<file path="src/rtl/matrix_pkg.sv">
// Shared definitions for the 16x16 LED matrix serial interface (driver and capture sides).
package matrix_pkg;

    localparam int unsigned MATRIX_SIZE = 16;
    localparam int unsigned ROW_IDX_W   = 4;
    localparam int unsigned CNT_W       = ROW_IDX_W + 1;

    typedef logic [MATRIX_SIZE-1:0] row_t;

    // One frame-buffer row write produced by a latch event
    typedef struct packed {
        logic                 en;
        logic [ROW_IDX_W-1:0] idx;
        row_t                 data;
    } row_wr_t;

    function automatic logic is_onehot(input row_t v);
        logic [CNT_W-1:0] cnt;
        cnt = '0;
        for (int i = 0; i < MATRIX_SIZE; i++) begin
            cnt = cnt + CNT_W'(v[i]);
        end
        return (cnt == CNT_W'(1));
    endfunction

    function automatic logic [ROW_IDX_W-1:0] onehot_idx(input row_t v);
        logic [ROW_IDX_W-1:0] idx;
        idx = '0;
        for (int i = 0; i < MATRIX_SIZE; i++) begin
            if (v[i]) begin
                idx = ROW_IDX_W'(i);
            end
        end
        return idx;
    endfunction

endpackage

</file>
<file path="src/rtl/matrix_capture_if.sv">
// Serial LED-matrix pin bundle: the pong driver is the master, the capture block the slave.
interface matrix_capture_if;
    logic rclk;
    logic rsdi;
    logic cclk;
    logic csdi;
    logic le;
    logic oeb;

    modport master (output rclk, rsdi, cclk, csdi, le, oeb);
    modport slave  (input  rclk, rsdi, cclk, csdi, le, oeb);
endinterface

</file>
<file path="src/rtl/sync_edge.sv">
// Multi-flop synchroniser for one asynchronous input, with a registered rising-edge pulse
// that is high in the first cycle the synchronised level reads 1.
module sync_edge #(
    parameter int unsigned SYNC_STAGES = 2
) (
    input  logic clk,
    input  logic rst_n,
    input  logic d,
    output logic level,
    output logic rise
);

    logic [SYNC_STAGES-1:0] sync_q, sync_d;
    logic                   rise_q, rise_d;

    always_comb begin
        sync_d = {sync_q[SYNC_STAGES-2:0], d};
        rise_d = sync_q[SYNC_STAGES-2] & ~sync_q[SYNC_STAGES-1];
    end

    always_ff @(posedge clk or negedge rst_n) begin
        if (!rst_n) begin
            sync_q <= '0;
            rise_q <= 1'b0;
        end else begin
            sync_q <= sync_d;
            rise_q <= rise_d;
        end
    end

    assign level = sync_q[SYNC_STAGES-1];
    assign rise  = rise_q;

endmodule

</file>
<file path="src/rtl/matrix_capture.sv">
// Receive-side model of the LED matrix serial link: deserialises row/column streams and
// latches each completed row into a readable 16x16 frame buffer.
module matrix_capture
    import matrix_pkg::*;
#(
    parameter int unsigned SYNC_STAGES = 2,
    parameter int unsigned FRAME_CNT_W = 16
) (
    input  logic                   clk32mhz,
    input  logic                   reset_n,
    matrix_capture_if.slave        mif,
    input  logic [ROW_IDX_W-1:0]   rd_row,
    output row_t                   rd_data,
    output logic                   frame_strobe,
    output logic [FRAME_CNT_W-1:0] frame_count,
    input  logic                   err_clear,
    output logic                   err_multi_row,
    output logic                   blank
);

    logic rclk_rise, cclk_rise, le_rise;
    logic rsdi_lvl, csdi_lvl, oeb_lvl;
    logic rclk_lvl_unused, cclk_lvl_unused, le_lvl_unused;
    logic rsdi_rise_unused, csdi_rise_unused, oeb_rise_unused;

    sync_edge #(.SYNC_STAGES(SYNC_STAGES)) u_sync_rclk (
        .clk(clk32mhz), .rst_n(reset_n), .d(mif.rclk), .level(rclk_lvl_unused), .rise(rclk_rise));
    sync_edge #(.SYNC_STAGES(SYNC_STAGES)) u_sync_rsdi (
        .clk(clk32mhz), .rst_n(reset_n), .d(mif.rsdi), .level(rsdi_lvl), .rise(rsdi_rise_unused));
    sync_edge #(.SYNC_STAGES(SYNC_STAGES)) u_sync_cclk (
        .clk(clk32mhz), .rst_n(reset_n), .d(mif.cclk), .level(cclk_lvl_unused), .rise(cclk_rise));
    sync_edge #(.SYNC_STAGES(SYNC_STAGES)) u_sync_csdi (
        .clk(clk32mhz), .rst_n(reset_n), .d(mif.csdi), .level(csdi_lvl), .rise(csdi_rise_unused));
    sync_edge #(.SYNC_STAGES(SYNC_STAGES)) u_sync_le (
        .clk(clk32mhz), .rst_n(reset_n), .d(mif.le), .level(le_lvl_unused), .rise(le_rise));
    sync_edge #(.SYNC_STAGES(SYNC_STAGES)) u_sync_oeb (
        .clk(clk32mhz), .rst_n(reset_n), .d(mif.oeb), .level(oeb_lvl), .rise(oeb_rise_unused));

    row_t                   row_sr_q, row_sr_d;
    row_t                   col_sr_q, col_sr_d;
    row_t                   fb_q [MATRIX_SIZE];
    row_t                   fb_d [MATRIX_SIZE];
    row_t                   rd_data_q, rd_data_d;
    logic                   frame_strobe_q, frame_strobe_d;
    logic [FRAME_CNT_W-1:0] frame_count_q, frame_count_d;
    logic                   err_q, err_d;
    logic                   blank_q, blank_d;
    row_wr_t                wr;

    // Latch decisions use the pre-shift registers, so a coincident shift edge is not seen
    always_comb begin
        row_sr_d       = row_sr_q;
        col_sr_d       = col_sr_q;
        fb_d           = fb_q;
        frame_count_d  = frame_count_q;
        err_d          = err_q;
        wr.en          = le_rise & is_onehot(row_sr_q);
        wr.idx         = onehot_idx(row_sr_q);
        wr.data        = col_sr_q;

        if (rclk_rise) begin
            row_sr_d = {row_sr_q[MATRIX_SIZE-2:0], rsdi_lvl};
        end
        if (cclk_rise) begin
            col_sr_d = {col_sr_q[MATRIX_SIZE-2:0], csdi_lvl};
        end
        if (wr.en) begin
            fb_d[wr.idx] = wr.data;
        end

        frame_strobe_d = wr.en && (wr.idx == ROW_IDX_W'(MATRIX_SIZE - 1));
        if (frame_strobe_d) begin
            frame_count_d = frame_count_q + FRAME_CNT_W'(1);
        end

        // Set after clear so a simultaneous new error stays visible
        if (err_clear) begin
            err_d = 1'b0;
        end
        if (le_rise && (row_sr_q != '0) && !is_onehot(row_sr_q)) begin
            err_d = 1'b1;
        end

        rd_data_d = fb_q[rd_row];
        blank_d   = oeb_lvl;
    end

    always_ff @(posedge clk32mhz or negedge reset_n) begin
        if (!reset_n) begin
            row_sr_q       <= '0;
            col_sr_q       <= '0;
            fb_q           <= '{default: '0};
            rd_data_q      <= '0;
            frame_strobe_q <= 1'b0;
            frame_count_q  <= '0;
            err_q          <= 1'b0;
            blank_q        <= 1'b1;
        end else begin
            row_sr_q       <= row_sr_d;
            col_sr_q       <= col_sr_d;
            fb_q           <= fb_d;
            rd_data_q      <= rd_data_d;
            frame_strobe_q <= frame_strobe_d;
            frame_count_q  <= frame_count_d;
            err_q          <= err_d;
            blank_q        <= blank_d;
        end
    end

    assign rd_data       = rd_data_q;
    assign frame_strobe  = frame_strobe_q;
    assign frame_count   = frame_count_q;
    assign err_multi_row = err_q;
    assign blank         = blank_q;

endmodule

</file>
<file path="src/flat_wrapper.sv">
// flat-port wrapper written by rule: the top's interface ports become plain ports
module matrix_capture_flat import matrix_pkg::*;
#(
    parameter int unsigned SYNC_STAGES = 2,
    parameter int unsigned FRAME_CNT_W = 16
)
  (clk32mhz, reset_n, rd_row, rd_data, frame_strobe, frame_count, err_clear, err_multi_row, blank, mif_rclk, mif_rsdi, mif_cclk, mif_csdi, mif_le, mif_oeb);
  matrix_capture_if mif_i ();
  input  logic clk32mhz;
  input  logic reset_n;
  input  logic [ROW_IDX_W-1:0] rd_row;
  output row_t rd_data;
  output logic frame_strobe;
  output logic [FRAME_CNT_W-1:0] frame_count;
  input  logic err_clear;
  output logic err_multi_row;
  output logic blank;
  input wire logic [$bits(mif_i.rclk)-1:0] mif_rclk;
  input wire logic [$bits(mif_i.rsdi)-1:0] mif_rsdi;
  input wire logic [$bits(mif_i.cclk)-1:0] mif_cclk;
  input wire logic [$bits(mif_i.csdi)-1:0] mif_csdi;
  input wire logic [$bits(mif_i.le)-1:0] mif_le;
  input wire logic [$bits(mif_i.oeb)-1:0] mif_oeb;
  assign mif_i.rclk = mif_rclk;
  assign mif_i.rsdi = mif_rsdi;
  assign mif_i.cclk = mif_cclk;
  assign mif_i.csdi = mif_csdi;
  assign mif_i.le = mif_le;
  assign mif_i.oeb = mif_oeb;
  matrix_capture #(.SYNC_STAGES(SYNC_STAGES), .FRAME_CNT_W(FRAME_CNT_W)) u_core (.clk32mhz(clk32mhz), .reset_n(reset_n), .mif(mif_i), .rd_row(rd_row), .rd_data(rd_data), .frame_strobe(frame_strobe), .frame_count(frame_count), .err_clear(err_clear), .err_multi_row(err_multi_row), .blank(blank));
endmodule
</file>
<file path="config.mk">
export PLATFORM = sky130hd
export DESIGN_NAME = matrix_capture_flat
export DESIGN_NICKNAME = d
export VERILOG_FILES = /design/src/rtl/matrix_pkg.sv /design/src/rtl/matrix_capture_if.sv /design/src/rtl/sync_edge.sv /design/src/rtl/matrix_capture.sv /design/src/flat_wrapper.sv
export SDC_FILE = /design/constraint.sdc
export NUM_CORES = 1
export LEC_CHECK = 0
export CAP_MARGIN = 20
export CORE_MARGIN = 1
export CORE_UTILIZATION = 50
export CTS_CLUSTER_DIAMETER = 40
export CTS_CLUSTER_SIZE = 40
export DETAILED_ROUTE_END_ITERATION = 10
export PLACE_DENSITY = 0.67
export SYNTH_ARGS = -nofsm -noshare
export SYNTH_HDL_FRONTEND = slang
export SYNTH_SLANG_ARGS = --single-unit
</file>
<file path="constraint.sdc">
create_clock -name clk32mhz -period 7.1 [get_ports clk32mhz]
set_clock_uncertainty 0.1 [all_clocks]
set_input_delay 1.42 -clock clk32mhz [delete_from_list [all_inputs] [get_ports clk32mhz]]
set_output_delay 1.42 -clock clk32mhz [all_outputs]
set_load 0.02 [all_outputs]
</file>
# Yosys cells after proc, flatten, opt, wreduce, memory -nomap -nowiden
# Index checks and enable logic that the tools add are counted.
[totals] regBits=338 in_bits=13 output_inout_bits=35 elab_cells=92
[classes] addsub=16 order_cmp=3 n_eq_ne=2 muxes=23 bitwise_logic=9 reduce_logical=7
[ops] cell="$bwmux 256" n=1
[ops] cell="$add 5x1->5" n=14
[ops] cell="$bmux 16 s4" n=1
[ops] cell="$demux 16 s4" n=1
[ops] cell="$mux 4" n=14
[ops] cell="$mux 16" n=3
[ops] cell="$add 16x1->16 const B" n=1
[ops] cell="$reduce_bool 16->1" n=1
[ops] cell="$ge 5x5->1 const B" n=2
[ops] cell="$not 4->5" n=2
[ops] cell="$eq 5x1->1 const B" n=1
[ops] cell="$lt 5x1->1 const B" n=1
[ops] cell="$and 1x1->1" n=4
[ops] cell="$eq 4x4->1 const B" n=1
[ops] cell="$logic_and 1x1->1" n=4
[ops] cell="$mux 1" n=3
[ops] cell="$not 1->1" n=3
[ops] cell="$add 1x1->2" n=1
[ops] cell="$reduce_bool 2->1" n=1
[ops] cell="$logic_not 1->1" n=1

# Longest topological paths before layout
# Gate-level depths: netlist of run 1.
[logic_depth] word_depth=21 mapped_depth=20 mapped_depth_nobuf=18

# Modules after synthesis
# From an unflattened synthesis of run 1, not the netlist that was laid out.
[unflattened] cells_unflattened=964 hier_area_um2=15094.5
[by_module_without_submodules] module="matrix_capture" instances=1 cells_per_inst=940 area_each_um2=14561.5 seq_area_each_um2=8084.0
[by_module_without_submodules] module="sync_edge" instances=6 cells_per_inst=4 area_each_um2=88.8 seq_area_each_um2=75.1

# Least setup slack after synthesis of run 1
# Ideal clock, no wire load.
[synth_timing] kind="register -> register" from="register u_core.row_sr_q[1]" to="register u_core.fb_q[101] (netlist bit)" setup_time_ns=0.125 t_arrival_ns=5.260 required_time_ns=6.875 slack_ns=1.615 path_stages_with_launch=19 n_path_buf=1 synth_period_minus_slack_ns=5.485 cell_sequence="dfrtp_1 > inv_1 > ha_1 > inv_1 > fa_1 > inv_1 > fa_1 > fa_1 > inv_1 > fa_1 > inv_1 > fa_1 > fa_1 > nor4b_2 > nand4_1 > or2_2 > nor2_4 > buf_4 > mux2_2"
[synth_between] elab_chain_len=21 word_cells_on_any_way=39 classes_between="15 x add/sub; 2 x order compare; 1 x eq/ne; 18 x mux; 2 x bitwise; 1 x reduce/logical"
[synth_rtl] element="from (decl)" line_no="matrix_capture.sv:39" rtl="row_t row_sr_q, row_sr_d;"
[synth_rtl] element="from (signal assigned)" line_no="matrix_capture.sv:99" rtl="row_sr_q <= row_sr_d;"
[synth_rtl] element="branches (longest 21 deep; another with $add 5x1->5)"
[synth_rtl] element="to (signal assigned)" line_no="matrix_capture.sv:92" rtl="fb_q <= '{default: '0};"
[synth_rtl] element="to (signal assigned)" line_no="matrix_capture.sv:101" rtl="fb_q <= fb_d;"
[synth_rtl] element="to (decl)" line_no="matrix_capture.sv:41" rtl="row_t fb_q [MATRIX_SIZE];"
# Parallel ways; which one is timed is not known.
# A chain may end at the register's enable or synchronous reset.

# Worst setup path in the final report of run 1
[layout_timing] from="register u_core.row_sr_q[1]" to="register u_core.fb_q[124] (netlist bit)"
# The elaborated chain is that of the path after synthesis.

==> results_dict.tcl, run 1 <==
set metrics [dict create \
    netlist.top_cell.by_area "dfrtp_1" \
    hold_class "register to register" \
    reg2regPathDepth 17 \
    final_nets 1000 \
    syn_inst 923 \
    fmax_ghz 0.1646 \
    n_fill_cell 2308 \
    pwr-share-comb 0.222 \
    clk-insertion-delay-late_ns 0.53 \
    yosysSeqAreaShare 0.5641 \
    synth_area_per_cell_um2 16.25 \
    cts_resized 0 \
    die_area_mm2 0.03069 \
    overflow 0 \
    rsz0062_at_grt "false" \
    synthArstFlopShare 1.000 \
    synth_cell_types 48 \
    boundaryPins 48 \
    intPower_uw 4618 \
    status "complete, no violations" \
    worst_slew_pin_slew_ns 0.9919 \
    h-tree-depth 2 \
    post-synth-top-count-cell "dfrtp_1" \
    synth_common_cells "dfrtp_1 (337), mux2_2 (268), mux4_2 (80), clkbuf_1 (30), inv_1 (25)" \
    die_w_um 175.2 \
    antenna_cells 0 \
    antenna_found_initial 0 \
    netSwitchingFraction 0.2985 \
    post_cts_buffers 0 \
    cts_tree "built" \
    place.gp.congestion 0.7656 \
    endpoint "u_core.fb_q[124]$_DFFE_PN0P_" \
    hold_viol 0 \
    fin_crit_sh 0.8559 \
    drt-total-wl_um 30680 \
    root_buffer "clkbuf_16" \
    drv_cap 0 \
    power_density_mw_per_mm2 379.2 \
    synth_area_leaders "dfrtp_1 (56%), mux2_2 (20%), mux4_2 (12%)" \
    cts.clk_slew.worst_paths_ns 0.05 \
    min_period_ns 6.077 \
    reg2reg_setup_slack_ns 1.02 \
    multi_input_area_mm2 0.006127 \
    totalPowerFinal_uw 6583 \
    crit_arrival_ns 6.39 \
    layout_setup_ws_ns 1.023 \
    area_growth_pct 15.74 \
    synth_top_area_share 0.5623 \
    vias 7943 \
    startpoint_type "register" \
    synth_ff_type "dfrtp_1" \
    die_h_um 175.2 \
    pwr-share-clk 0.360 \
    drive_gt1_frac 0.4786 \
    drtIter0Drc 498 \
    num_rows 63 \
    yosysWarnings 0 \
    grtUsageTotal 0.2144 \
    grt_pass1_vias 8717 \
    tns_ns 0 \
    portBuffers 47 \
    vias_per_cell 5.694 \
    synth_edf_count 0 \
    cts_buffers 46 \
    synth_nets 954 \
    first_pass_iters 4 \
    critPathMaxFanout 16 \
    ys_ff_latch 338 \
    postCtsHoldBufs 0 \
    seq_area_mm2 0.008459 \
    core-area_mm2 0.02956 \
    slew_violations 0 \
    drc 0 \
    timing.rr.start "u_core.row_sr_q[1]$_DFFE_PN0P_" \
    clock_path_buffers 3 \
    grt_max_degree 159 \
    switching_power_uw 1965 \
    reg2reg_to "u_core.fb_q[124]$_DFFE_PN0P_" \
    relSlewSlack 0.3387 \
    grt_pass1_wl_um 50450 \
    setup_viol_count_final 0 \
    setup.worst_path.class "register to register" \
    pwr-share-seq 0.418 \
    final_util 0.5872 \
    start_util 0.5073 \
    worst_setup_path_end_kind "register" \
    antenna_left 0 \
    synth_area_mm2 0.01500 \
    cp-startpoint "u_core.row_sr_q[1]$_DFFE_PN0P_" \
    wl_per_cell_um 21.99 \
    peakVddDrop_mv 0.2228 \
    cts_sinks 338 \
    preCtsSetupSlack_ns 1.038 \
    cp.required_ns 7.41 \
    dp_hpwl_um 17510 \
    leakage_uw 0.008184 \
]
## kinds of logic after synthesis
| logic type | count (synthesis) | share of synthesized area |
|---|---|---|
| simple gates | 88 | 0.03671 |
| fa+ha+maj | 18 | 0.02002 |
| flops | 338 | 0.5641 |
| mux | 359 | 0.3321 |
| xor+xnor | 15 | 0.008760 |
| compound gates | 21 | 0.01093 |
| buf+inv | 84 | 0.02737 |
## flip-flops by register name, indices dropped and copies added, names as in the netlist, 2 cells and up
| register | flops |
|---|---|
| u_core.col_sr_q | 16 |
| u_core.u_sync_csdi.sync_q | 2 |
| u_core.rd_data | 16 |
| u_core.fb_q | 256 |
| u_core.u_sync_cclk.sync_q | 2 |
| u_core.row_sr_q | 16 |
| u_core.frame_count | 16 |
| u_core.u_sync_rsdi.sync_q | 2 |
| u_core.u_sync_le.sync_q | 2 |
| u_core.u_sync_rclk.sync_q | 2 |
| u_core.u_sync_oeb.sync_q | 2 |
## per-layer routing
metal  wire, um  vias up  share of wire  track usage
met5          0        -              0            0
met4        631        0          0.021      0.05906
met3       1061       51          0.035      0.03547
met2      15040      145           0.49       0.3466
met1      13950     4253           0.45       0.3021
li1           -     3494              -            -
## power groups by stage
stage,Clock (uW),Sequential (uW),Combinational (uW)
2_1_floorplan,0,2610,1220
3_3_place_gp,0,2770,1440
3_5_place_dp,0,2780,1480
4_1_cts,2430,2750,1490
5_1_grt,2510,2830,1610
6_report,2370,2750,1460
## worst min-delay path by stage
stage                                           start                                      to  slack [ns]  cells past startpoint
6_report       u_core.u_sync_csdi.sync_q[0]$_DFF_PN0_  u_core.u_sync_csdi.sync_q[1]$_DFF_PN0_        0.25                      0
2_1_floorplan  u_core.u_sync_csdi.sync_q[0]$_DFF_PN0_  u_core.u_sync_csdi.sync_q[1]$_DFF_PN0_        0.23                      0
4_1_cts        u_core.u_sync_csdi.sync_q[0]$_DFF_PN0_  u_core.u_sync_csdi.sync_q[1]$_DFF_PN0_        0.25                      0
5_1_grt        u_core.u_sync_csdi.sync_q[0]$_DFF_PN0_  u_core.u_sync_csdi.sync_q[1]$_DFF_PN0_        0.26                      0
3_3_place_gp    u_core.u_sync_oeb.sync_q[0]$_DFF_PN0_   u_core.u_sync_oeb.sync_q[1]$_DFF_PN0_        0.23                      0
3_5_place_dp   u_core.u_sync_csdi.sync_q[0]$_DFF_PN0_  u_core.u_sync_csdi.sync_q[1]$_DFF_PN0_        0.24                      0
## layout make-up
class / instances / area share
sequential: 338 / 0.4873
multi-input combinational: 501 / 0.3530
inverter: 25 / 0.005406
clock inverter: 33 / 0.02249
timing repair buffer: 57 / 0.03273
clock buffer: 51 / 0.07093
tap: 390 / 0.02811
## stage by stage
| step | hold slack, ns | cell area [um^2] | std cells |
|---|---|---|---|
| finish | 0.2480 | 17360 | 1395 |
| global route | 0.2572 | 17360 | 1395 |
| CTS | 0.2485 | 17360 | 1395 |
| detailed placement | 0.2362 | 15740 | 1311 |
| global placement | 0.2337 | 15740 | 1311 |
| floorplan | 0.2312 | 15000 | 923 |
## layout by cell type, fill, tap and decap left out, types with 3 or more instances in the layout
master             n
dfrtp_1          337
nor2_1            11
inv_8              4
clkbuf_16         47
nand2b_1           3
inv_1             25
buf_4              9
clkinvlp_4         3
clkinv_4           9
nand2_2            6
nand2_1           17
nor2b_1            4
mux2_2           268
clkbuf_8           4
bufinv_16          5
or2_2              3
nor2_4             7
nand4_1            7
clkdlybuf4s50_1   44
and2_1             4
mux4_2            80
fa_1              10
mux2_4            10
o21ai_0           12
clkinv_2           5
nand3_1            7
ha_1               8
inv_6              6
and3_1             3
xnor2_1           13
## critical path, cell delays in order (launching register included)
cell and delay [ns]:
dfrtp_1 0.39, inv_1 0.07, ha_1 0.27, inv_1 0.04, fa_1 0.47, inv_1 0.05, fa_1 0.47, fa_1 0.51
inv_1 0.05, fa_1 0.47, inv_1 0.05, fa_1 0.39, fa_1 0.46, nor4b_2 0.48, nand4_1 0.27, or2_2 0.39
nor2_4 0.62, mux2_2 0.41
Power figures use the tool's default switching activity.
==> inputs of run 2 (changes only) <==
- SLEW_MARGIN: unset -> 15
==> results of run 2 <==
Final layout, timing and power as in run 1 (identical DEF).
==> inputs of run 3 (changes only) <==
- CORE_MARGIN: 1 -> unset
==> results of run 3 <==
Final layout, timing and power as in run 1 (identical DEF).
